===== src/rtl/rf_ctrl_pkg.sv =====
// Shared widths and FSM state type for the register-file write-port controller.
package rf_ctrl_pkg;

    localparam int unsigned ADDR_W    = 5;
    localparam int unsigned DATA_W    = 32;
    localparam int unsigned REG_COUNT = 32;

    typedef enum logic {
        IDLE  = 1'b0,
        CLEAR = 1'b1
    } state_e;

    function automatic logic is_last_reg(input logic [ADDR_W-1:0] addr);
        return addr == ADDR_W'(REG_COUNT - 1);
    endfunction

endpackage


===== src/rtl/rr_arb2.sv =====
// Two-way round-robin picker; the last-grant pointer only moves when en_i accepts a grant.
module rr_arb2 (
    input  logic       clk_i,
    input  logic       rst_i,
    input  logic [1:0] req_i,
    input  logic       en_i,
    output logic [1:0] gnt_o
);

    // last_q = 1 means requester 1 won last, so requester 0 is favoured next.
    logic last_q, last_d;

    always_comb begin
        gnt_o = 2'b00;
        unique case (req_i)
            2'b01:   gnt_o = 2'b01;
            2'b10:   gnt_o = 2'b10;
            2'b11:   gnt_o = last_q ? 2'b01 : 2'b10;
            default: gnt_o = 2'b00;
        endcase
    end

    always_comb begin
        last_d = last_q;
        if (en_i && (gnt_o != 2'b00)) begin
            last_d = gnt_o[1];
        end
    end

    always_ff @(posedge clk_i or posedge rst_i) begin
        if (rst_i) begin
            last_q <= 1'b1;
        end else begin
            last_q <= last_d;
        end
    end

endmodule


===== src/rtl/rf_write_ctrl.sv =====
// Owns the register-file write port: round-robin writeback arbitration between ALU and
// memory load, plus a 32-cycle clear sequence started on command or after reset.
module rf_write_ctrl
    import rf_ctrl_pkg::*;
#(
    parameter bit CLEAR_ON_RESET = 1'b1,
    parameter bit R0_WRITABLE    = 1'b0
) (
    input  logic              Clk,
    input  logic              Rst,
    input  logic              Req0,
    input  logic [ADDR_W-1:0] Addr0,
    input  logic [DATA_W-1:0] Data0,
    input  logic              Req1,
    input  logic [ADDR_W-1:0] Addr1,
    input  logic [DATA_W-1:0] Data1,
    input  logic              ClrReq,
    output logic              Gnt0,
    output logic              Gnt1,
    output logic              WrEn,
    output logic [ADDR_W-1:0] Awr,
    output logic [DATA_W-1:0] Din,
    output logic              Busy,
    output logic              ClrDone
);

    state_e            state_q, state_d;
    logic [ADDR_W-1:0] cnt_q, cnt_d;
    logic [ADDR_W-1:0] awr_q, awr_d;
    logic [DATA_W-1:0] din_q, din_d;
    logic              wr_en_q, wr_en_d;
    logic              clr_done_q, clr_done_d;
    logic [1:0]        gnt_q, gnt_d;
    logic [1:0]        elig;
    logic [1:0]        arb_gnt;
    logic              arb_en;
    logic [ADDR_W-1:0] sel_addr;
    logic [DATA_W-1:0] sel_data;

    // A requester whose grant is showing this cycle is still dropping Req; mask it.
    assign elig = {Req1 & ~gnt_q[1], Req0 & ~gnt_q[0]};

    // The ClrDone cycle doubles as the first arbitration slot after a clear.
    assign arb_en = ((state_q == IDLE) && !ClrReq) || ((state_q == CLEAR) && clr_done_q);

    rr_arb2 u_arb (
        .clk_i (Clk),
        .rst_i (Rst),
        .req_i (elig),
        .en_i  (arb_en),
        .gnt_o (arb_gnt)
    );

    assign sel_addr = arb_gnt[1] ? Addr1 : Addr0;
    assign sel_data = arb_gnt[1] ? Data1 : Data0;

    always_ff @(posedge Clk or posedge Rst) begin
        if (Rst) begin
            state_q <= CLEAR_ON_RESET ? CLEAR : IDLE;
        end else begin
            state_q <= state_d;
        end
    end

    always_comb begin
        state_d = state_q;
        unique case (state_q)
            IDLE:  if (ClrReq) state_d = CLEAR;
            CLEAR: if (clr_done_q) state_d = IDLE;
        endcase
    end

    always_comb begin
        wr_en_d    = 1'b0;
        awr_d      = awr_q;
        din_d      = din_q;
        gnt_d      = 2'b00;
        clr_done_d = 1'b0;
        cnt_d      = cnt_q;
        if ((state_q == CLEAR) && !clr_done_q) begin
            wr_en_d    = 1'b1;
            awr_d      = cnt_q;
            din_d      = '0;
            clr_done_d = is_last_reg(cnt_q);
            cnt_d      = cnt_q + ADDR_W'(1);
        end else if ((state_q == IDLE) && ClrReq) begin
            // Address 0 is written on the ClrReq edge itself, so the counter resumes at 1.
            wr_en_d = 1'b1;
            awr_d   = '0;
            din_d   = '0;
            cnt_d   = ADDR_W'(1);
        end else if (arb_gnt != 2'b00) begin
            gnt_d   = arb_gnt;
            awr_d   = sel_addr;
            din_d   = sel_data;
            wr_en_d = R0_WRITABLE || (sel_addr != '0);
        end
    end

    always_ff @(posedge Clk or posedge Rst) begin
        if (Rst) begin
            wr_en_q    <= 1'b0;
            awr_q      <= '0;
            din_q      <= '0;
            gnt_q      <= 2'b00;
            clr_done_q <= 1'b0;
            cnt_q      <= '0;
        end else begin
            wr_en_q    <= wr_en_d;
            awr_q      <= awr_d;
            din_q      <= din_d;
            gnt_q      <= gnt_d;
            clr_done_q <= clr_done_d;
            cnt_q      <= cnt_d;
        end
    end

    assign Gnt0    = gnt_q[0];
    assign Gnt1    = gnt_q[1];
    assign WrEn    = wr_en_q;
    assign Awr     = awr_q;
    assign Din     = din_q;
    assign ClrDone = clr_done_q;
    assign Busy    = (state_q == CLEAR);

endmodule


===== config.mk =====
export PLATFORM = sky130hd
export DESIGN_NAME = rf_write_ctrl
export DESIGN_NICKNAME = d
export VERILOG_FILES = /design/src/rtl/rf_ctrl_pkg.sv /design/src/rtl/rr_arb2.sv /design/src/rtl/rf_write_ctrl.sv
export SDC_FILE = /design/constraint.sdc
export NUM_CORES = 1
export LEC_CHECK = 0
export CAP_MARGIN = 10
export CORE_UTILIZATION = 43
export CTS_BUF_LIST = sky130_fd_sc_hd__clkbuf_16
export CTS_CLUSTER_DIAMETER = 50
export DETAILED_ROUTE_END_ITERATION = 12
export GPL_TIMING_DRIVEN = 0
export PLACE_DENSITY = 0.85
export SETUP_SLACK_MARGIN = 0.2
export SLEW_MARGIN = 5
export SYNTH_ARGS = -nofsm -noshare
export SYNTH_HDL_FRONTEND = slang
export SYNTH_SLANG_ARGS = --single-unit

===== constraint.sdc =====
create_clock -name Clk -period 4.6 [get_ports Clk]
set_clock_uncertainty 0.1 [all_clocks]
set_input_delay 1.38 -clock Clk [delete_from_list [all_inputs] [get_ports Clk]]
set_output_delay 1.38 -clock Clk [all_outputs]
set_load 0.02 [all_outputs]

==> results.py, run 1 <==
metrics = {
    "cts": {
        "post_cts_buffers": 0,
        "cts_max_level": 2,
        "holdBufCountCts": 0,
        "clock_latency_ns": 0.28,
        "clockBufferDepth": 2,
        "path_clk_slew_ns": 0.06,
        "cts_tree": "yes",
        "cts_buffers": 5,
        "post_cts_resized": 0,
        "cts.root.buffer_cell": "clkbuf_16",
        "cts_num_sinks": 48,
    },
    "setup_path": {
        "rr_endpoint": "Din[11]",
        "worstPathMaxFanout": 4,
        "crit_required_ns": 3.12,
        "critPathLaunchType": "flop",
        "crit_type": "flop to output port",
        "path_buf_inv": 1,
        "arrival_ns": 1.43,
        "cp_slowest_cell": "clkdlybuf4s50_1",
        "slowest_delay_ns": 0.60,
        "crit_chain": "clkdlybuf4s50_1",
        "reg2reg_slack_ns": 2.92,
        "path_delay_family": "buffers and inverters",
        "end_kind": "output port",
        "timing.rr.start": "gnt_q[0]",
        "reg2regPathDepth": 4,
    },
    "floorplanning": {
        "start_util_pct": 45.7,
        "die_x_um": 76.6,
        "core_area_um2": 5240,
        "rows": 26,
        "die_area_um2": 5870,
        "ios": 121,
        "die_h_um": 76.6,
    },
    "min_path": {
        "hp-start": "cnt_q[3]",
        "min_to": "cnt_q[3]",
        "whs_path_depth": 1,
        "holdCritPathClass": "flop to flop",
    },
    "outcome": {
        "status": "completed",
    },
    "sta": {
        "rsz0062_at_grt": "no",
        "finalHoldViolCount": 0,
        "setup_violations": 0,
        "max_freq_mhz": 344,
        "setup_tns_ns": 0,
        "period_share_pct": 63.2,
        "tightest_slew_ns": 0.489,
        "max-slew-margin-rel_pct": 67.4,
        "slew_viol_final": 0,
        "finalCriticalPeriod_ns": 2.91,
    },
    "finish": {
        "final-seq-area_um2": 1200,
        "multi_input_area_um2": 1050,
        "fin_cells": 423,
        "synthToLayoutAreaGrowth_pct": 60.3,
        "drive_gt1_share_pct": 6.80,
        "fin_nets": 433,
        "antenna_cells": 0,
        "fillerInstances": 401,
    },
    "place": {
        "place.port_buffers": 120,
        "hpwl_um": 4930,
        "gp_congestion": 0.781,
        "dp_cells": 415,
    },
    "logic_synthesis": {
        "yosysSeqAreaShare_pct": 50.3,
        "ys_types": 28,
        "ys_ff_latch": 48,
        "netlist_instances": 224,
        "synth.area.mux_share_pct": 15.9,
        "synthSimpleGateAreaFrac_pct": 8.62,
        "synth_compound_area_share_pct": 18.5,
        "synth_top_family_by_area": "compound AO/OA/AOI/OAI gates",
        "synth_fa_ha_area_share_pct": 1.04,
        "ys_warn_count": 0,
        "synthXorXnorAreaFrac_pct": 0,
        "syn_area_um2": 2390,
        "avgSynthCellArea_um2": 10.7,
        "syn_nets": 305,
    },
    "run": {
        "cap_violations": 0,
    },
    "detailed_routing": {
        "wl_per_cell_um": 15.6,
        "drtPass1Iterations": 4,
        "drcViolationCount": 0,
        "drtIter0Drc": 138,
        "postRouteAntennaNets": 0,
        "vias": 2220,
        "drt-total-wl_um": 6610,
        "via_per_inst": 5.25,
    },
    "global_routing": {
        "antenna_found_initial": 0,
        "track_usage_pct": 24.5,
        "grt_max_degree": 28,
        "grt_overflow": 0,
        "grt_pass1_vias": 2406,
        "grt_pass1_wl_um": 11500,
    },
    "power": {
        "vdd_drop_max_uv": 258,
        "power_leakage_nw": 1.66,
        "powerDensity_nw_per_um2": 477,
    },
}
-- how the worst max path moves through the flow --
stage	from	endpoint	slack, ns	cells past startpoint
3_3_place_gp	Rst	Din[18]	1.05	2
2_1_floorplan	Rst	Awr[0]	1.98	1
6_report	Busy	Busy	1.69	1
4_1_cts	Busy	Busy	1.68	1
3_5_place_dp	Req1	Din[28]	1.55	5
5_1_grt	Req1	Din[8]	1.65	6
-- cells by family (layout without fill, tap and decap cells) --
kind of cell,after synthesis,count (layout)
compound gates,82,82
flops,48,48
mux,38,38
simple gates,36,36
buf+inv,18,147
fa+ha+maj,2,2
-- power by group --
| part | internal [mW] | switching [mW] | total, mW |
|---|---|---|---|
| Combinational | 0.425 | 0.428 | 0.853 |
| Sequential | 0.553 | 0.0847 | 0.637 |
| Clock | 0.196 | 0.144 | 0.340 |
| Total | 1.17 | 0.657 | 1.83 |
-- sequential cells by signal, summed over array words and instances, names as in the netlist --
name	flops
Din	32
gnt_q	2
cnt_q	5
ClrDone	1
u_arb.last_q	1
Busy	1
WrEn	1
Awr	5
-- layout make-up --
| type | count | share of cell area, % |
|---|---|---|
| Timing Repair Buffer | 121 | 31.8 |
| Sequential cell | 48 | 31.3 |
| Multi-Input combinational cell | 158 | 27.5 |
| Buffer | 16 | 3.36 |
| Clock buffer | 5 | 3.26 |
| Tap cell | 70 | 2.28 |
| Clock inverter | 3 | 0.293 |
| Inverter | 2 | 0.196 |
-- per-stage QoR --
stage | cell area [um^2] | utilization, % | hold WS, ns | total power [mW] | worst slack [ns]
floorplan | 2390 | - | 0.351 | 1.11 | 1.98
global placement | 3680 | 70.3 | 0.391 | 1.47 | 1.05
detailed placement | 3700 | 70.7 | 0.415 | 1.49 | 1.55
CTS | 3840 | 73.3 | 0.423 | 1.84 | 1.68
global route | 3840 | 73.3 | 0.459 | 1.94 | 1.65
finish | 3840 | 73.3 | 0.421 | 1.83 | 1.69
-- cell usage in the layout, fill, tap and decap left out, types with 3 or more instances in the layout --
master,count
clkbuf_1,5
dfrtp_1,46
o22ai_1,5
inv_1,3
buf_2,7
buf_12,4
mux2i_1,38
a21oi_1,37
nor2_1,10
clkbuf_16,5
and2_1,9
clkdlybuf4s50_1,120
o21ai_1,9
nand2_1,3
nand2b_1,4
o21ai_0,27
-- layer usage --
metal	global-route usage [%]	vias up	routed length, um
li1	-	1061	-
met2	43.0	90	3270
met1	29.7	1060	2720
met5	0	-	0
met3	5.87	9	522
met4	7.12	0	89
-- synthesized netlist by cell type --
cell,instances,area share (%)
nand2b_1,4,1.0
a21oi_4,1,0.68
o22ai_1,5,1.3
nand3_1,1,0.21
or4_1,1,0.31
buf_12,3,2.5
dfrtp_1,46,48
dfstp_2,2,2.2
nand4_1,1,0.26
clkbuf_1,5,0.78
nor3_1,2,0.42
mux2i_1,38,16
and2_1,9,2.4
ha_1,2,1.0
nor2b_4,1,0.57
o21ai_1,9,1.9
and3_1,2,0.52
inv_1,2,0.31
and2b_1,1,0.31
buf_8,1,0.63
nand2_1,3,0.47
a22o_1,2,0.73
nor2_1,10,1.6
nand2b_4,1,0.57
a21oi_1,37,7.7
o21ai_0,27,5.6
buf_2,7,1.5
o31ai_2,1,0.52
No activity file was read; power rests on OpenSTA's default activity.
==> inputs of run 2 (changes only) <==
CORE_UTILIZATION = 36   (was 43)
PLACE_DENSITY = 0.76   (was 0.85)
clock period = 2.3 ns   (was 4.6 ns; I/O delays follow)
==> run 2 against run 1 <==
Clock power is 100% higher. Largest cell class unchanged. Design area is 1.1% higher. Sequential share of layout area down 0.33 points. Sequential power grew 98%. Critical path type unchanged.
==> results.py, run 2 (synthesized netlist as in run 1, its figures left out) <==
metrics = {
    "min_path": {
        "whs_path_depth": 1,
        "holdCritPathClass": "flop to flop",
    },
    "run": {
        "cap_violations": 0,
    },
    "power": {
        "powerDensity_nw_per_um2": 945,
        "seqPwrFrac_pct": 34.5,
        "swShare_pct": 35.6,
        "vdd_drop_max_uv": 584,
        "power.internal_mw": 2.36,
        "power_leakage_nw": 1.73,
        "comb_power_share_pct": 46.9,
        "power.switching_mw": 1.31,
        "clkPwrFrac_pct": 18.6,
    },
    "detailed_routing": {
        "postRouteAntennaNets": 0,
        "vias": 2206,
        "drt-total-wl_um": 6600,
        "wl_per_cell_um": 15.2,
        "via_per_inst": 5.09,
        "drcViolationCount": 0,
        "drtPass1Iterations": 4,
        "drtIter0Drc": 116,
    },
    "floorplanning": {
        "die_x_um": 83.6,
        "ios": 121,
        "die_h_um": 83.6,
        "die_area_um2": 6980,
        "rows": 29,
        "start_util_pct": 37.5,
        "core_area_um2": 6390,
    },
    "global_routing": {
        "track_usage_pct": 19.9,
        "antenna_found_initial": 0,
        "grt_pass1_wl_um": 11200,
        "grt_max_degree": 36,
        "grt_overflow": 0,
        "grt_pass1_vias": 2277,
    },
    "finish": {
        "utilization_pct": 60.8,
        "final_common_cell": "clkdlybuf4s50_1",
        "antenna_cells": 0,
        "fin_nets": 436,
        "layout_common_cells": "clkdlybuf4s50_1, dfrtp_1, mux2i_1",
        "fin_cells": 433,
        "synthToLayoutAreaGrowth_pct": 62.1,
        "drive_gt1_share_pct": 8.99,
        "largest_reg_flops": 32,
        "design_area_um2": 3880,
    },
    "cts": {
        "clockBufferDepth": 2,
        "path_clk_slew_ns": 0.06,
        "holdBufCountCts": 0,
        "cts_max_level": 2,
        "cts.root.buffer_cell": "clkbuf_16",
        "cts_buffers": 5,
        "cts_tree": "yes",
        "clock_latency_ns": 0.28,
        "cts_num_sinks": 48,
    },
    "sta": {
        "setup_violations": 0,
        "finalCriticalPeriod_ns": 2.06,
        "period_share_pct": 89.5,
        "tightest_slew_ns": 0.345,
        "rsz0062_at_grt": "no",
        "max_freq_mhz": 486,
        "finalHoldViolCount": 0,
        "setup_tns_ns": 0,
        "slew_viol_final": 0,
        "max-slew-margin-rel_pct": 77.0,
        "hold-worst-slack_ns": 0.406,
    },
    "place": {
        "hpwl_um": 4930,
        "dpl_cell_area_um2": 3710,
        "dp_cells": 422,
        "place.port_buffers": 120,
        "gp_congestion": 0.751,
    },
    "setup_path": {
        "cp_num_cells": 1,
        "crit_required_ns": 1.51,
        "reg2regPathDepth": 6,
        "critPathLaunchType": "flop",
        "cp_slowest_cell": "clkdlybuf4s50_1",
        "arrival_ns": 1.27,
        "crit_type": "flop to output port",
        "path_buf_inv": 1,
        "path_delay_family": "buffers and inverters",
        "worstPathMaxFanout": 2,
        "end_kind": "output port",
        "slowest_delay_ns": 0.64,
        "crit_chain": "clkdlybuf4s50_1",
    },
    "outcome": {
        "status": "completed",
    },
}
-- run 2: final cells by class --
cell class / count / area, um^2
flip-flops and latches: 48 / 1200
well taps: 77 / 96.3
clock buffers: 5 / 125
plain buffers: 16 / 134
repair buffers: 124 / 1250
clock inverters: 3 / 11.3
fillers: 565 / 2500
multi-input cells: 158 / 1060
inverters: 2 / 7.51
-- run 2: timing repair --
| item | 4_1_cts | 5_1_grt |
|---|---|---|
| pin swaps | 0 | 0 |
| buffers inserted | 0 | 3 |
| resized for setup | 4 | 7 |
| cloned | 0 | 0 |
| endpoints found under the setup margin | 13 | 26 |
-- run 2: worst reg2reg max path, stage by stage, from the launching register on --
cell and delay, ns:
dfstp_2 0.54, nand2b_1 0.14, and2_1 0.12, buf_2 0.17, buf_2 0.26, o22ai_1 0.11, a21oi_1 0.15
-- run 2: path summary, 6_finish.rpt --
kind	startpoint	slack, ns	to
worst min-delay path	cnt_q[3]	0.41	cnt_q[3]
worst max-delay path	Din[15]	0.24	Din[15]
worst max register to register	Busy	0.62	Awr[1]
min in group asynchronous	Rst	0.58	gnt_q[0]
max in group asynchronous	Rst	1.02	Din[16]
worst min register to register	cnt_q[3]	0.41	cnt_q[3]
-- run 2: per-stage QoR --
| step | setup slack (ns) | total power, mW |
|---|---|---|
| 3_5_place_dp | -0.134 | 2.98 |
| 5_1_grt | 0.206 | 3.90 |
| 3_3_place_gp | -0.611 | 2.94 |
| 2_1_floorplan | 0.369 | 2.23 |
| 4_1_cts | 0.206 | 3.68 |
| 6_report | 0.243 | 3.67 |
-- run 2: layer usage --
layer	track usage (%)	wire [um]	vias up
li1	-	-	1076
met4	4.47	102	0
met1	25.4	2840	1038
met3	5.14	462	10
met2	33.9	3200	82
met5	0	0	-
-- run 2: power by group through the flow --
stage               combinational [mW]  sequential (mW)  clock (mW)
finish                            1.72             1.26       0.683
floorplan                        0.711             1.52           0
detailed placement                1.71             1.27           0
global route                      1.86             1.30       0.744
global placement                  1.67             1.26           0
CTS                               1.71             1.27       0.703
